==> config.mk <==
export PLATFORM = sky130hd
export DESIGN_NAME = store_byte_control_write_data
export DESIGN_NICKNAME = d
export VERILOG_FILES = /design/src/rtl/store_byte_control_write_data.sv
export SDC_FILE = /design/constraint.sdc
export NUM_CORES = 1
export LEC_CHECK = 0
export ABC_CLOCK_PERIOD_IN_PS = 3000
export BUFFER_PORTS_ARGS = -buffer_cell sky130_fd_sc_hd__buf_2
export CAP_MARGIN = 20
export CELL_PAD_IN_SITES_DETAIL_PLACEMENT = 1
export CELL_PAD_IN_SITES_GLOBAL_PLACEMENT = 2
export CORE_MARGIN = 8
export CORE_UTILIZATION = 32
export DETAILED_ROUTE_END_ITERATION = 10
export PLACE_DENSITY_LB_ADDON = 0.05
export SLEW_MARGIN = 20
export SYNTH_ARGS = -nofsm -noshare
export SYNTH_HDL_FRONTEND = slang
export SYNTH_SLANG_ARGS = --single-unit
==> constraint.sdc <==
create_clock -name clk -period 3 [get_ports clk]
set_input_delay 0.15 -clock clk [delete_from_list [all_inputs] [get_ports clk]]
set_output_delay 0.15 -clock clk [all_outputs]
set_load 0.005 [all_outputs]
==> src/rtl/store_byte_control_write_data.sv <==
// Store byte-lane control: turns a core SB/SH/SW request into one or two
// word-wide SRAM writes with active-low byte enables and lane-shifted data.
// A store that crosses a word boundary is split into two consecutive beats.
module store_byte_control_write_data #(
    parameter int DATA_SIZE = 32,
    parameter int ADDR_SIZE = 14
) (
    input  logic                 clk,
    input  logic                 rst,
    input  logic                 st_valid,
    output logic                 st_ready,
    input  logic [31:0]          st_addr,
    input  logic [DATA_SIZE-1:0] st_data,
    input  logic [1:0]           st_size,
    output logic                 st_done,
    output logic                 st_err,
    input  logic                 mem_stall,
    output logic                 mem_cs,
    output logic [3:0]           mem_web,
    output logic [ADDR_SIZE-1:0] mem_addr,
    output logic [DATA_SIZE-1:0] mem_di
);

    typedef enum logic [1:0] {
        IDLE  = 2'd0,
        BEAT0 = 2'd1,
        BEAT1 = 2'd2
    } state_t;

    state_t state_reg, state_next;

    // Registered outputs and their next values
    logic                 st_ready_reg, st_ready_next;
    logic                 st_done_reg, st_done_next;
    logic                 st_err_reg, st_err_next;
    logic                 mem_cs_reg, mem_cs_next;
    logic [3:0]           mem_web_reg, mem_web_next;
    logic [ADDR_SIZE-1:0] mem_addr_reg, mem_addr_next;
    logic [DATA_SIZE-1:0] mem_di_reg, mem_di_next;

    // Second-beat context captured at accept
    logic                 pend_reg, pend_next;
    logic [3:0]           hi_web_reg, hi_web_next;
    logic [DATA_SIZE-1:0] hi_di_reg, hi_di_next;

    // Accept-time lane computation
    logic [1:0]             off;
    logic [3:0]             mask;
    logic [7:0]             wmask;
    logic [2*DATA_SIZE-1:0] wdata;
    logic [ADDR_SIZE-1:0]   waddr;
    logic                   accept;

    assign accept = st_valid && st_ready_reg;
    assign off    = st_addr[1:0];
    assign waddr  = st_addr[ADDR_SIZE+1:2];

    // Byte mask for the request size before lane shifting
    always_comb begin
        mask = 4'b0000;
        case (st_size)
            2'd0:    mask = 4'b0001;
            2'd1:    mask = 4'b0011;
            2'd2:    mask = 4'b1111;
            default: mask = 4'b0000;
        endcase
    end

    // Shift mask and data into their byte lanes across a two-word window
    always_comb begin
        wmask = {4'b0000, mask} << off;
        wdata = {{DATA_SIZE{1'b0}}, st_data} << {off, 3'b000};
    end

    // Next-state and next-output logic; default is to hold everything
    always_comb begin
        state_next    = state_reg;
        st_ready_next = st_ready_reg;
        st_done_next  = 1'b0;
        st_err_next   = 1'b0;
        mem_cs_next   = mem_cs_reg;
        mem_web_next  = mem_web_reg;
        mem_addr_next = mem_addr_reg;
        mem_di_next   = mem_di_reg;
        pend_next     = pend_reg;
        hi_web_next   = hi_web_reg;
        hi_di_next    = hi_di_reg;

        case (state_reg)
            IDLE: begin
                st_ready_next = 1'b1;
                if (accept) begin
                    if (st_size == 2'd3) begin
                        // Reserved size: flag it and stay ready, no write
                        st_err_next = 1'b1;
                    end else begin
                        state_next    = BEAT0;
                        st_ready_next = 1'b0;
                        mem_cs_next   = 1'b1;
                        mem_addr_next = waddr;
                        mem_web_next  = ~wmask[3:0];
                        mem_di_next   = wdata[DATA_SIZE-1:0];
                        pend_next     = (wmask[7:4] != 4'b0000);
                        hi_web_next   = ~wmask[7:4];
                        hi_di_next    = wdata[2*DATA_SIZE-1:DATA_SIZE];
                    end
                end
            end
            BEAT0: begin
                if (!mem_stall) begin
                    if (pend_reg) begin
                        state_next    = BEAT1;
                        mem_addr_next = mem_addr_reg + 1'b1;
                        mem_web_next  = hi_web_reg;
                        mem_di_next   = hi_di_reg;
                        pend_next     = 1'b0;
                    end else begin
                        state_next    = IDLE;
                        st_ready_next = 1'b1;
                        st_done_next  = 1'b1;
                        mem_cs_next   = 1'b0;
                        mem_web_next  = 4'hF;
                    end
                end
            end
            BEAT1: begin
                if (!mem_stall) begin
                    state_next    = IDLE;
                    st_ready_next = 1'b1;
                    st_done_next  = 1'b1;
                    mem_cs_next   = 1'b0;
                    mem_web_next  = 4'hF;
                end
            end
            default: begin
                state_next    = IDLE;
                st_ready_next = 1'b1;
                mem_cs_next   = 1'b0;
                mem_web_next  = 4'hF;
            end
        endcase
    end

    // State and output registers with synchronous active-low reset
    always_ff @(posedge clk) begin
        if (!rst) begin
            state_reg    <= IDLE;
            st_ready_reg <= 1'b0;
            st_done_reg  <= 1'b0;
            st_err_reg   <= 1'b0;
            mem_cs_reg   <= 1'b0;
            mem_web_reg  <= 4'hF;
            mem_addr_reg <= '0;
            mem_di_reg   <= '0;
            pend_reg     <= 1'b0;
            hi_web_reg   <= 4'hF;
            hi_di_reg    <= '0;
        end else begin
            state_reg    <= state_next;
            st_ready_reg <= st_ready_next;
            st_done_reg  <= st_done_next;
            st_err_reg   <= st_err_next;
            mem_cs_reg   <= mem_cs_next;
            mem_web_reg  <= mem_web_next;
            mem_addr_reg <= mem_addr_next;
            mem_di_reg   <= mem_di_next;
            pend_reg     <= pend_next;
            hi_web_reg   <= hi_web_next;
            hi_di_reg    <= hi_di_next;
        end
    end

    assign st_ready = st_ready_reg;
    assign st_done  = st_done_reg;
    assign st_err   = st_err_reg;
    assign mem_cs   = mem_cs_reg;
    assign mem_web  = mem_web_reg;
    assign mem_addr = mem_addr_reg;
    assign mem_di   = mem_di_reg;

endmodule

Yosys cells after proc, flatten, opt, wreduce, memory -nomap -nowiden
Cells that the tools add are included.

Add/subtract/negate cells: 1. $mul: 0. Divide/modulo/power cells: 0. Magnitude comparators: 0. Eq/ne operators: 11. Shift-type cells: 2. Multiplexer cells: 42. Bitwise gates (word level): 3. Reduce and logical (&&, ||, !) cells: 12.

Operator list (number): two-way mux 32 bit (4); one-hot mux 32 bit (2 select lines) (1); << shifter 32 x 5 -> 64 bit (1); two-way mux 14 bit (4); one-hot mux 14 bit (2 select lines) (1); one-hot mux 4 bit (3 select lines) (2); two-way mux 4 bit (5); two-way mux 1 bit (15); adder 14 x 1 -> 14 bit, second input constant (1); != test 2 bit, second input constant (6); two-way mux 2 bit (5); AND reduction 5 bit (2); AND reduction 3 bit (3); inverter 4 bit (2); AND reduction 4 bit (2); << shifter 4 x 2 -> 8 bit (1); equality test 2 bit, second input constant (3); one-hot mux 1 bit (3 select lines) (2); one-hot mux 2 bit (3 select lines) (1); equality test 2 x 1 -> 1 bit, second input constant (2); zero test 2 bit (2); one-hot mux 1 bit (2 select lines) (2); nonzero test 4 bit (1); nonzero test 2 bit (1); 2 further kinds (2).

Register bits after elaboration: 93. Latch bits: 0. Bits in writable memories: 0. ROM bits: 0. Input port bits: 70. Output and inout port bits: 54. Memories: 0.

Depth between registers and ports, before layout
Gate-level depths: netlist (run 1).

Depth in word-level cells: 7. Mapped depth: 10. Mapped depth without buffers: 6.

Worst setup path after synthesis (run 1)
Ideal clock, no wire load.

Kind: reg2reg. From: register state_reg[1]. To: register mem_di_reg[8], in the netlist mem_di[8]. Library setup time: 0.132 ns. Arrival time: 1.553 ns. Data required time: 2.868 ns. Slack: 1.315 ns. Cell stages (with the launch flop): 10. Buffers on the path: 3. Period minus slack after synthesis: 1.685 ns. Path through: dfxtp_1 > inv_1 > ha_1 > nand2b_1 > buf_2 > a22o_1 > buf_2 > buf_6 > a221oi_1 > nor3_1.

Cells in the longest elaborated chain, start to end: 3. Elaborated cells between the ends (all ways): 9.

Ends and longest elaborated chain: start, declared (RTL line 30) `state_t state_reg, state_next;`; start signal, assigned (RTL line 159) `state_reg <= state_next;`; equality test 2 x 1 -> 1 bit or zero test 2 bit (tied branches) (RTL line 89) `case (state_reg)`; != test 2 bit (no line) or nonzero test 2 bit (tied branches); AND reduction 5 bit (no line); end signal, assigned (RTL line 166) `mem_di_reg <= mem_di_next;`; end, declared (RTL line 39) `logic [DATA_SIZE-1:0] mem_di_reg, mem_di_next;`.

Several ways; a longest one is shown, not always the timed one. A chain may end at the register's enable or synchronous reset.

Worst setup path in the final report (run 1)
From: register state_reg[0]. To: register mem_addr_reg[12], in the netlist mem_addr[12].

Cells in the longest elaborated chain, start to end: 3. Elaborated cells between the ends (all ways): 9.

Ends and longest elaborated chain: equality test 2 x 1 -> 1 bit or zero test 2 bit (tied branches) (RTL line 89); != test 2 bit (no line) or nonzero test 2 bit (tied branches); AND reduction 5 bit (no line); end signal, assigned (RTL line 165) `mem_addr_reg <= mem_addr_next;`; end, declared (RTL line 38) `logic [ADDR_SIZE-1:0] mem_addr_reg, mem_addr_next;`.

Several ways; a longest one is shown, not always the timed one.

==> Flow_metrics.wiki, run 1 <==
{| class="wikitable"
! Metric !! Value
|-
| Commonest cells in the netlist || sky130_fd_sc_hd__dfxtp_1, sky130_fd_sc_hd__nand2_1, sky130_fd_sc_hd__nor2_1
|-
| Num ports || 124
|-
| Horiz. Die Dim || 133.9 um
|-
| Sequential fraction of the synthesis area || between 30% and 40%
|-
| Switching power of the nets || ~910 uW
|-
| Fmax || 0.4322 GHz
|-
| Portion of total power attributed to combinational logic || between 15 and 20%
|-
| Last weighted congestion value of the routability-driven placer || around 0.8
|-
| Hold Vio Cnt, Final || 0
|-
| Routed wire per std cell || about 20 um
|-
| Placement Setup Slack || between 700 and 800 ps
|-
| Net switching share of the total power || 29.40%
|-
| Grt ovf || 0
|-
| Leading cell types by total area after synthesis || sky130_fd_sc_hd__dfxtp_1, sky130_fd_sc_hd__mux2_2, sky130_fd_sc_hd__a21oi_1, sky130_fd_sc_hd__nand2_1, sky130_fd_sc_hd__nor2_1
|-
| Fraction of post-synthesis cell area in the top cell type by area || between 30 and 40%
|-
| Power per unit of standard cell area || 564.1 mW/mm^2
|-
| Gate count of the mapped netlist || 530
|-
| Setup-failing EPs final || 0
|-
| Arrival time at the worst endpoint || 2580 ps
|-
| IO buf count || 107
|-
| Startpoint-to-endpoint class of the critical path || flip-flop to flip-flop
|-
| Buffers from clock root to sink, at most || 2
|-
| Library cell with the highest instance count after synthesis || sky130_fd_sc_hd__dfxtp_1
|-
| Element type at the critical path end || flip-flop
|-
| Top flip-flop cell by instance count after synthesis || sky130_fd_sc_hd__dfxtp_1
|-
| Unrepaired setup endpoints after global routing || false
|-
| Run status || finished, final reports clean
|-
| IR drop worst, VDD || 0.2353 mV
|-
| Full die area || about 0.018 mm^2
|-
| Post-synth net total || a little over 600
|-
| Number of flip-flops under the largest register name || 32
|-
| Maximum fanout encountered on the critical timing path || 37
|-
| Internal cell power || 2.176 mW
|-
| Worst EP required || about 3300 ps
|-
| Number of clock buffers inserted by TritonCTS || 9
|-
| Final worst path period need || 2313 ps
|-
| Floorplan die height || 133.9 um
|-
| Post-synth top area cell || sky130_fd_sc_hd__dfxtp_1
|-
| Worst Clk Skew || around 6.4 ps
|-
| # Max-Cap Violations || 0
|-
| Via count of the first global-routing pass || ~4,700
|-
| Ratio of routed vias to standard cells || between 5 and 6
|-
| Post-synthesis cell type count || 62
|-
| Total routed wirelength || 16.10 mm
|-
| Number of flops mapped to enable cells by yosys || 0
|-
| Number of antenna violations at the first check in global routing || 0
|-
| Pin slew with the least headroom to its limit || ~840 ps
|-
| Remaining routing DRC violations || 0
|-
| Worst setup SP type || flip-flop
|-
| Maximum number of pins on one net before global-route repair || between 40 and 50
|-
| Clk slew on worst S/H paths || roughly 60 ps
|-
| Final TNS setup || 0 ps
|-
| Global-route wire length before repair || about 26 mm
|-
| Total inserted antenna cells || 0
|-
| Core box area || roughly 0.014 mm^2
|-
| TritonCTS clock tree || done
|-
| Share of cells above drive strength 1 || 28.30%
|-
| Yosys Warn Count || 0
|-
| Total routing resource utilization after global routing || 18.10%
|-
| Net count, final || slightly below 700
|-
| Mean area per synthesized cell || between 8 and 9 um^2
|-
| HPWL reported at the end of detailed placement || between 10 and 15 mm
|-
| Insertion delay of the later-clocked pin in the worst-skew pair || around 350 ps
|-
| Number of gates resized after cts || 0
|-
| Total standard cell area after synthesis || between 0.004 and 0.005 mm^2
|-
| Sinks on Clock Net || 84
|-
| Sequential power share || roughly two fifths
|-
| Max-slew violation count || 0
|-
| Worst path setup slack after routing || around 700 ps
|-
| Number of storage elements in the synthesis netlist || between 80 and 90
|-
| Share of power burned in the clock network || about two fifths
|-
| Site row count || 43
|-
| Signed area change from the synthesized netlist to the final layout || 22.74%
|-
| Post-CTS setup buffer count || 0
|-
| DRC violation total after the first TritonRoute iteration || roughly 250
|-
| H-Tree Depth || 3
|-
| Number of iterations in the first detailed-routing pass || 4
|-
| Leakage component of the power || roughly 2.2 nW
|-
| Hold buffers post-CTS || 0
|-
| Worst relative slew slack || 43.75%
|-
| Root Buffer || sky130_fd_sc_hd__clkbuf_16
|-
| Remaining number of nets flagged by the antenna check after routing || 0
|-
| Initial Utilization || around a third
|-
| Proportion of synthesized flip-flops having asynchronous set or reset || 0%
|-
| Total via count in the routed design || around 4,400
|-
| Post-route clock period utilization || between 70% and 80%
|-
| Kind of path behind the tightest hold check || input pin to flip-flop
|}
[final timing paths]
kind | slack, ps | startpoint | cells past startpoint | endpoint
setup / recovery | 690 | state_reg[0]$_SDFFE_PN0P_ | 8 | mem_addr[12]$_SDFFE_PN0P_
hold / removal | 80 | st_data[30] | 3 | hi_di_reg[22]$_SDFFE_PN0P_
setup reg to reg | 690 | state_reg[0]$_SDFFE_PN0P_ | 8 | mem_addr[12]$_SDFFE_PN0P_
hold reg to reg | 460 | hi_di_reg[19]$_SDFFE_PN0P_ | 2 | hi_di_reg[19]$_SDFFE_PN0P_
[power by group through the flow]
stage,Clock [mW],Combinational [mW],Sequential [mW]
floorplan,0,0.359,1.27
global placement,0,0.596,1.27
detailed placement,0,0.604,1.28
CTS,1.27,0.608,1.25
global route,1.31,0.660,1.26
finish,1.23,0.595,1.25
[cells in the final DEF (no fill, tap or decap), drive strengths merged, types with 3 or more instances in the layout]
master	synthesis	routed
buf	23	125
dfxtp	84	84
nand2	50	50
nor2	46	46
a21oi	41	41
nand3	29	29
nor3	27	27
mux2	23	23
inv	19	20
o21ai	19	19
a221oi	15	15
mux2i	13	13
o211ai	12	12
a211oi	9	9
clkbuf	26	9
o32a	8	8
a221o	8	8
nor4b	8	8
ha	7	7
nor2b	6	6
nand4	5	5
clkinv	1	5
and2	4	4
and4	3	3
a31oi	3	3
and3	3	3
[layer usage]
| metal | GRT usage, % | up-vias | wire [um] |
|---|---|---|---|
| li1 | - | 2124 | - |
| met1 | 21.10 | 2154 | 7045 |
| met2 | 32.23 | 89 | 8168 |
| met3 | 3.366 | 16 | 634 |
| met4 | 6.675 | 0 | 253 |
| met5 | 0 | - | 0 |
[cell families (layout without fill, tap and decap cells)]
family	count (synthesis)	count (layout)	share of synthesized area [%]
flops	84	84	37.78
simple gates	193	193	21.37
fa+ha+maj	7	7	1.968
compound gates	141	141	22.80
buf+inv	69	161	7.337
mux	36	36	8.743
[worst max-delay path, cell delays in order, from the launching register on]
cell and delay, ps:
sky130_fd_sc_hd__dfxtp_1 330, sky130_fd_sc_hd__inv_1 90, sky130_fd_sc_hd__ha_1 460, sky130_fd_sc_hd__nand2b_1 170, sky130_fd_sc_hd__buf_4 200, sky130_fd_sc_hd__a22oi_4 340, sky130_fd_sc_hd__buf_12 260, sky130_fd_sc_hd__nand2_1 150
sky130_fd_sc_hd__o22ai_1 230
[layout make-up]
class | instances | area (um^2)
sequential | 84 | 1682
tap | 180 | 225.2
fill | 1677 | 8257
clock buffer | 9 | 225.2
multi-input combinational | 377 | 2447
timing repair buffer | 125 | 708.2
clock inverter | 7 | 100.1
inverter | 20 | 75.07
[through the flow]
step	cell area (um^2)	hold slack (ps)	power (mW)	instances	util (%)
6_report	5463	84.75	3.082	802	39.82
5_1_grt	5463	95.36	3.231	802	39.82
4_1_cts	5463	74.31	3.127	802	39.82
3_5_place_dp	5137	444.0	1.882	786	37.45
3_3_place_gp	5137	433.3	1.869	786	37.45
2_1_floorplan	4451	297.1	1.630	530	-
No activity file was read; power rests on OpenSTA's default activity.
==> inputs of run 2 (changes only) <==
Settings changed: ABC_AREA set to 1, ABC_CLOCK_PERIOD_IN_PS 3000 to 2000, CORE_UTILIZATION 32 to 24.
Clock period 3 ns to 2 ns, I/O delays scaled along.
==> Flow_metrics.wiki, run 2 <==
{| class="wikitable"
! Metric !! Value
|-
| Flip-flop and latch area || 0.001682 mm^2 (unchanged)
|-
| Global-route wire length before repair || 27.30 mm (was 25.72 mm)
|-
| CP peak stage delay || 320 ps (was 460 ps)
|-
| Num ports || 124 (unchanged)
|-
| Total via count in the routed design || 4,727 (was 4,383)
|-
| Count of buffering cells on the critical path with inverters included || 4 (was 3)
|-
| Most Used Layer, Global Route || met2 (unchanged)
|-
| Clk slew on worst S/H paths || 70 ps (was 60 ps)
|-
| Run status || finished, final reports clean (unchanged)
|-
| Number of flops mapped to enable cells by yosys || 0 (unchanged)
|-
| Number of storage elements in the synthesis netlist || 84 (unchanged)
|-
| Number of antenna violations at the first check in global routing || 0 (unchanged)
|-
| TritonCTS clock tree || done (unchanged)
|-
| Via count of the first global-routing pass || 5,070 (was 4,669)
|-
| Sinks on Clock Net || 84 (unchanged)
|-
| Leading cell type in the layout, fill and taps excluded || sky130_fd_sc_hd__nand2_1 (was sky130_fd_sc_hd__buf_2)
|-
| Initial Utilization || 24.34% (was 32.44%)
|-
| Final worst path period need || 1808 ps (was 2313 ps)
|-
| Startpoint-to-endpoint class of the critical path || flip-flop to flip-flop (unchanged)
|-
| Global-route track usage on met2 || 26.66% (was 32.23%)
|-
| Unrepaired setup endpoints after global routing || false (unchanged)
|-
| Cell-by-cell trace of the critical path || inv_1 -> ha_2 -> inv_2 -> nor3_4 -> inv_2 -> buf_4 -> a21oi_1 -> o21ai_0 -> a21oi_1 (was inv_1 -> ha_1 -> nand2b_1 -> buf_4 -> a22oi_4 -> buf_12 -> nand2_1 -> o22ai_1)
|-
| Mean area per synthesized cell || 6.482 um^2 (was 8.397 um^2)
|-
| Ratio of routed vias to standard cells || 4.708 (was 5.465)
|-
| Signed area change from the synthesized netlist to the final layout || 27.28% (was 22.74%)
|-
| Proportion of synthesized flip-flops having asynchronous set or reset || 0% (unchanged)
|-
| Worst relative slew slack || 59.71% (was 43.75%)
|-
| Remaining number of nets flagged by the antenna check after routing || 0 (unchanged)
|-
| Met1 usage || 18.61% (was 21.10%)
|-
| Top cell family by delay on the critical path || buffers and inverters (was compound AO/OA/AOI/OAI gates)
|-
| Share of cells above drive strength 1 || 20.52% (was 28.30%)
|-
| Worst EP required || 2280 ps (was 3260 ps)
|-
| Post-synthesis cell type count || 31 (was 62)
|-
| DRC violation total after the first TritonRoute iteration || 144 (was 246)
|-
| Post-synth top area cell || sky130_fd_sc_hd__dfxtp_1 (unchanged)
|-
| Power per unit of standard cell area || 1093 mW/mm^2 (was 564.1 mW/mm^2)
|-
| Routed wire per std cell || 17.11 um (was 20.08 um)
|-
| Max-slew violation count || 0 (unchanged)
|-
| Number of placed instances with taps included || 988 (was 786)
|-
| Fraction of post-synthesis cell area in the top cell type by area || 38.72% (was 37.78%)
|-
| Maximum number of pins on one net before global-route repair || 45 (was 41)
|-
| Library cell with the highest instance count after synthesis || sky130_fd_sc_hd__nand2_1 (was sky130_fd_sc_hd__dfxtp_1)
|-
| Arrival time at the worst endpoint || 2090 ps (was 2580 ps)
|-
| Finished layout cell area || 0.005528 mm^2 (was 0.005463 mm^2)
|-
| Most frequent cells in the layout || sky130_fd_sc_hd__nand2_1, sky130_fd_sc_hd__buf_2, sky130_fd_sc_hd__o21ai_0 (was sky130_fd_sc_hd__buf_2, sky130_fd_sc_hd__dfxtp_1, sky130_fd_sc_hd__nand2_1)
|-
| IR drop worst, VDD || 0.4670 mV (was 0.2353 mV)
|-
| Maximum fanout encountered on the critical timing path || 16 (was 37)
|-
| Hold Vio Cnt, Final || 0 (unchanged)
|-
| Horiz. Die Dim || 150.5 um (was 133.9 um)
|-
| Commonest cells in the netlist || sky130_fd_sc_hd__nand2_1, sky130_fd_sc_hd__o21ai_0, sky130_fd_sc_hd__dfxtp_1 (was sky130_fd_sc_hd__dfxtp_1, sky130_fd_sc_hd__nand2_1, sky130_fd_sc_hd__nor2_1)
|-
| Net count, final || 847 (was 694)
|-
| Insertion delay of the later-clocked pin in the worst-skew pair || 350 ps (about the same)
|-
| Top flip-flop cell by instance count after synthesis || sky130_fd_sc_hd__dfxtp_1 (unchanged)
|-
| Total routed wirelength || 17.18 mm (was 16.10 mm)
|-
| Element type at the critical path end || flip-flop (unchanged)
|-
| Buffers from clock root to sink, at most || 2 (unchanged)
|-
| Sequential fraction of the synthesis area || 38.72% (was 37.78%)
|-
| # Max-Cap Violations || 0 (unchanged)
|-
| Pin slew with the least headroom to its limit || 598.1 ps (was 840.6 ps)
|-
| Number of flip-flops under the largest register name || 32 (unchanged)
|-
| Floorplan die height || 150.5 um (was 133.9 um)
|-
| Count of fill cells added during filler insertion || 2,285 (was 1,677)
|-
| Total routing resource utilization after global routing || 15.51% (was 18.10%)
|-
| Fmax || 0.5532 GHz (was 0.4322 GHz)
|-
| Site row count || 49 (was 43)
|-
| Number of iterations in the first detailed-routing pass || 4 (unchanged)
|-
| Leakage component of the power || 2.358 nW (was 2.183 nW)
|-
| Post-route clock period utilization || 90.39% (was 77.12%)
|-
| Placement Setup Slack || 144.6 ps (was 709.9 ps)
|-
| IO buf count || 107 (unchanged)
|-
| Final cell utilization of the core || 30.98% (was 39.82%)
|-
| Full die area || 0.02266 mm^2 (was 0.01794 mm^2)
|-
| Grt ovf || 0 (unchanged)
|-
| Area of the multi-input gates || 0.002360 mm^2 (was 0.002447 mm^2)
|-
| Number of clock buffers inserted by TritonCTS || 9 (unchanged)
|-
| Highest-delay cell along the critical path || sky130_fd_sc_hd__dfxtp_1 (was sky130_fd_sc_hd__ha_1)
|-
| Total inserted antenna cells || 0 (unchanged)
|-
| Post-CTS setup buffer count || 0 (unchanged)
|-
| Worst setup SP type || flip-flop (unchanged)
|-
| Met3 global-route usage || 2.916% (was 3.366%)
|-
| Last weighted congestion value of the routability-driven placer || 0.7786 (was 0.7860)
|-
| Yosys Warn Count || 0 (unchanged)
|-
| Gate count of the mapped netlist || 670 (was 530)
|-
| Kind of path behind the tightest hold check || input pin to flip-flop (unchanged)
|-
| Setup-failing EPs final || 0 (unchanged)
|-
| Placed Instance Area || 0.005215 mm^2 (was 0.005137 mm^2)
|-
| HPWL reported at the end of detailed placement || 12.94 mm (was 11.36 mm)
|-
| H-Tree Depth || 3 (unchanged)
|-
| Non-filler instance count after layout || 1,004 (was 802)
|-
| Worst path setup slack after routing || 192.3 ps (was 686.5 ps)
|-
| Leading cell types by total area after synthesis || sky130_fd_sc_hd__dfxtp_1, sky130_fd_sc_hd__nand2_1, sky130_fd_sc_hd__o21ai_0, sky130_fd_sc_hd__a21oi_1, sky130_fd_sc_hd__nor2_1 (was sky130_fd_sc_hd__dfxtp_1, sky130_fd_sc_hd__mux2_2, sky130_fd_sc_hd__a21oi_1, sky130_fd_sc_hd__nand2_1, sky130_fd_sc_hd__nor2_1)
|-
| Post-synth net total || 747 (was 607)
|-
| Remaining routing DRC violations || 0 (unchanged)
|-
| Final TNS setup || 0 ps (unchanged)
|-
| Worst Clk Skew || 7.704 ps (was 6.414 ps)
|-
| Core box area || 0.01784 mm^2 (was 0.01372 mm^2)
|-
| Root Buffer || sky130_fd_sc_hd__clkbuf_16 (unchanged)
|-
| Total standard cell area after synthesis || 0.004343 mm^2 (was 0.004451 mm^2)
|}
## run 2: worst min-delay path, delay by kind of cell
kind                   cells  cell delay, ps
AO/OA/AOI/OAI              1              30
buffers and inverters      1             110
AND/OR/NAND/NOR            2             100
## run 2: area by class of cell
| class | count | area share [%] |
|---|---|---|
| clock inverter | 7 | 1.471 |
| inverter | 36 | 2.445 |
| multi-input combinational | 509 | 42.69 |
| tap | 229 | 5.183 |
| timing repair buffer | 130 | 13.72 |
| sequential | 84 | 30.42 |
| clock buffer | 9 | 4.074 |
## run 2: kinds of logic after synthesis
| logic type | after synthesis | synth area share [%] |
|---|---|---|
| DFF | 84 | 38.72 |
| muxes | 7 | 1.613 |
| xor gates and xnor gates | 1 | 0.2017 |
| and+or+nand+nor | 308 | 28.32 |
| buffers and inverters | 77 | 7.260 |
| AOI/OAI and AO/OA | 186 | 21.87 |
| adders and majority gates | 7 | 2.017 |
## run 2: what timing repair did
item,CTS,global route
resized for setup,0,4
hold buffers,0,0
setup endpoints to repair,0,16
## run 2: stage by stage
step / power (mW) / hold WS [ps]
CTS: 6.197 / 7.706
global route: 6.533 / 44.00
global placement: 4.325 / 393.1
finish: 6.041 / 35.70
floorplan: 3.416 / 245.7
detailed placement: 4.376 / 387.1
## run 2: power by group
group          switching (mW)  internal, mW  leakage (nW)
combinational            1.20         0.787          1.53
clock                   0.779         0.987         0.141
sequential              0.259          2.03         0.686
## run 2: worst paths after layout
check / startpoint / end / slack [ps] / depth (start not counted)
setup / recovery: state_reg[1]$_SDFFE_PN0P_ / hi_di_reg[0]$_SDFFE_PN0P_ / 190 / 9
hold / removal: mem_stall / st_done$_SDFF_PN0_ / 40 / 4
setup reg to reg: state_reg[1]$_SDFFE_PN0P_ / hi_di_reg[0]$_SDFFE_PN0P_ / 190 / 9
hold reg to reg: hi_web_reg[2]$_SDFFE_PN1P_ / hi_web_reg[2]$_SDFFE_PN1P_ / 450 / 2
## run 2: layer usage
| metal | vias up | share of wire, % |
|---|---|---|
| li1 | 2394 | - |
| met1 | 2231 | 47 |
| met2 | 82 | 47 |
| met3 | 20 | 4.1 |
| met4 | 0 | 2.3 |
| met5 | - | 0 |
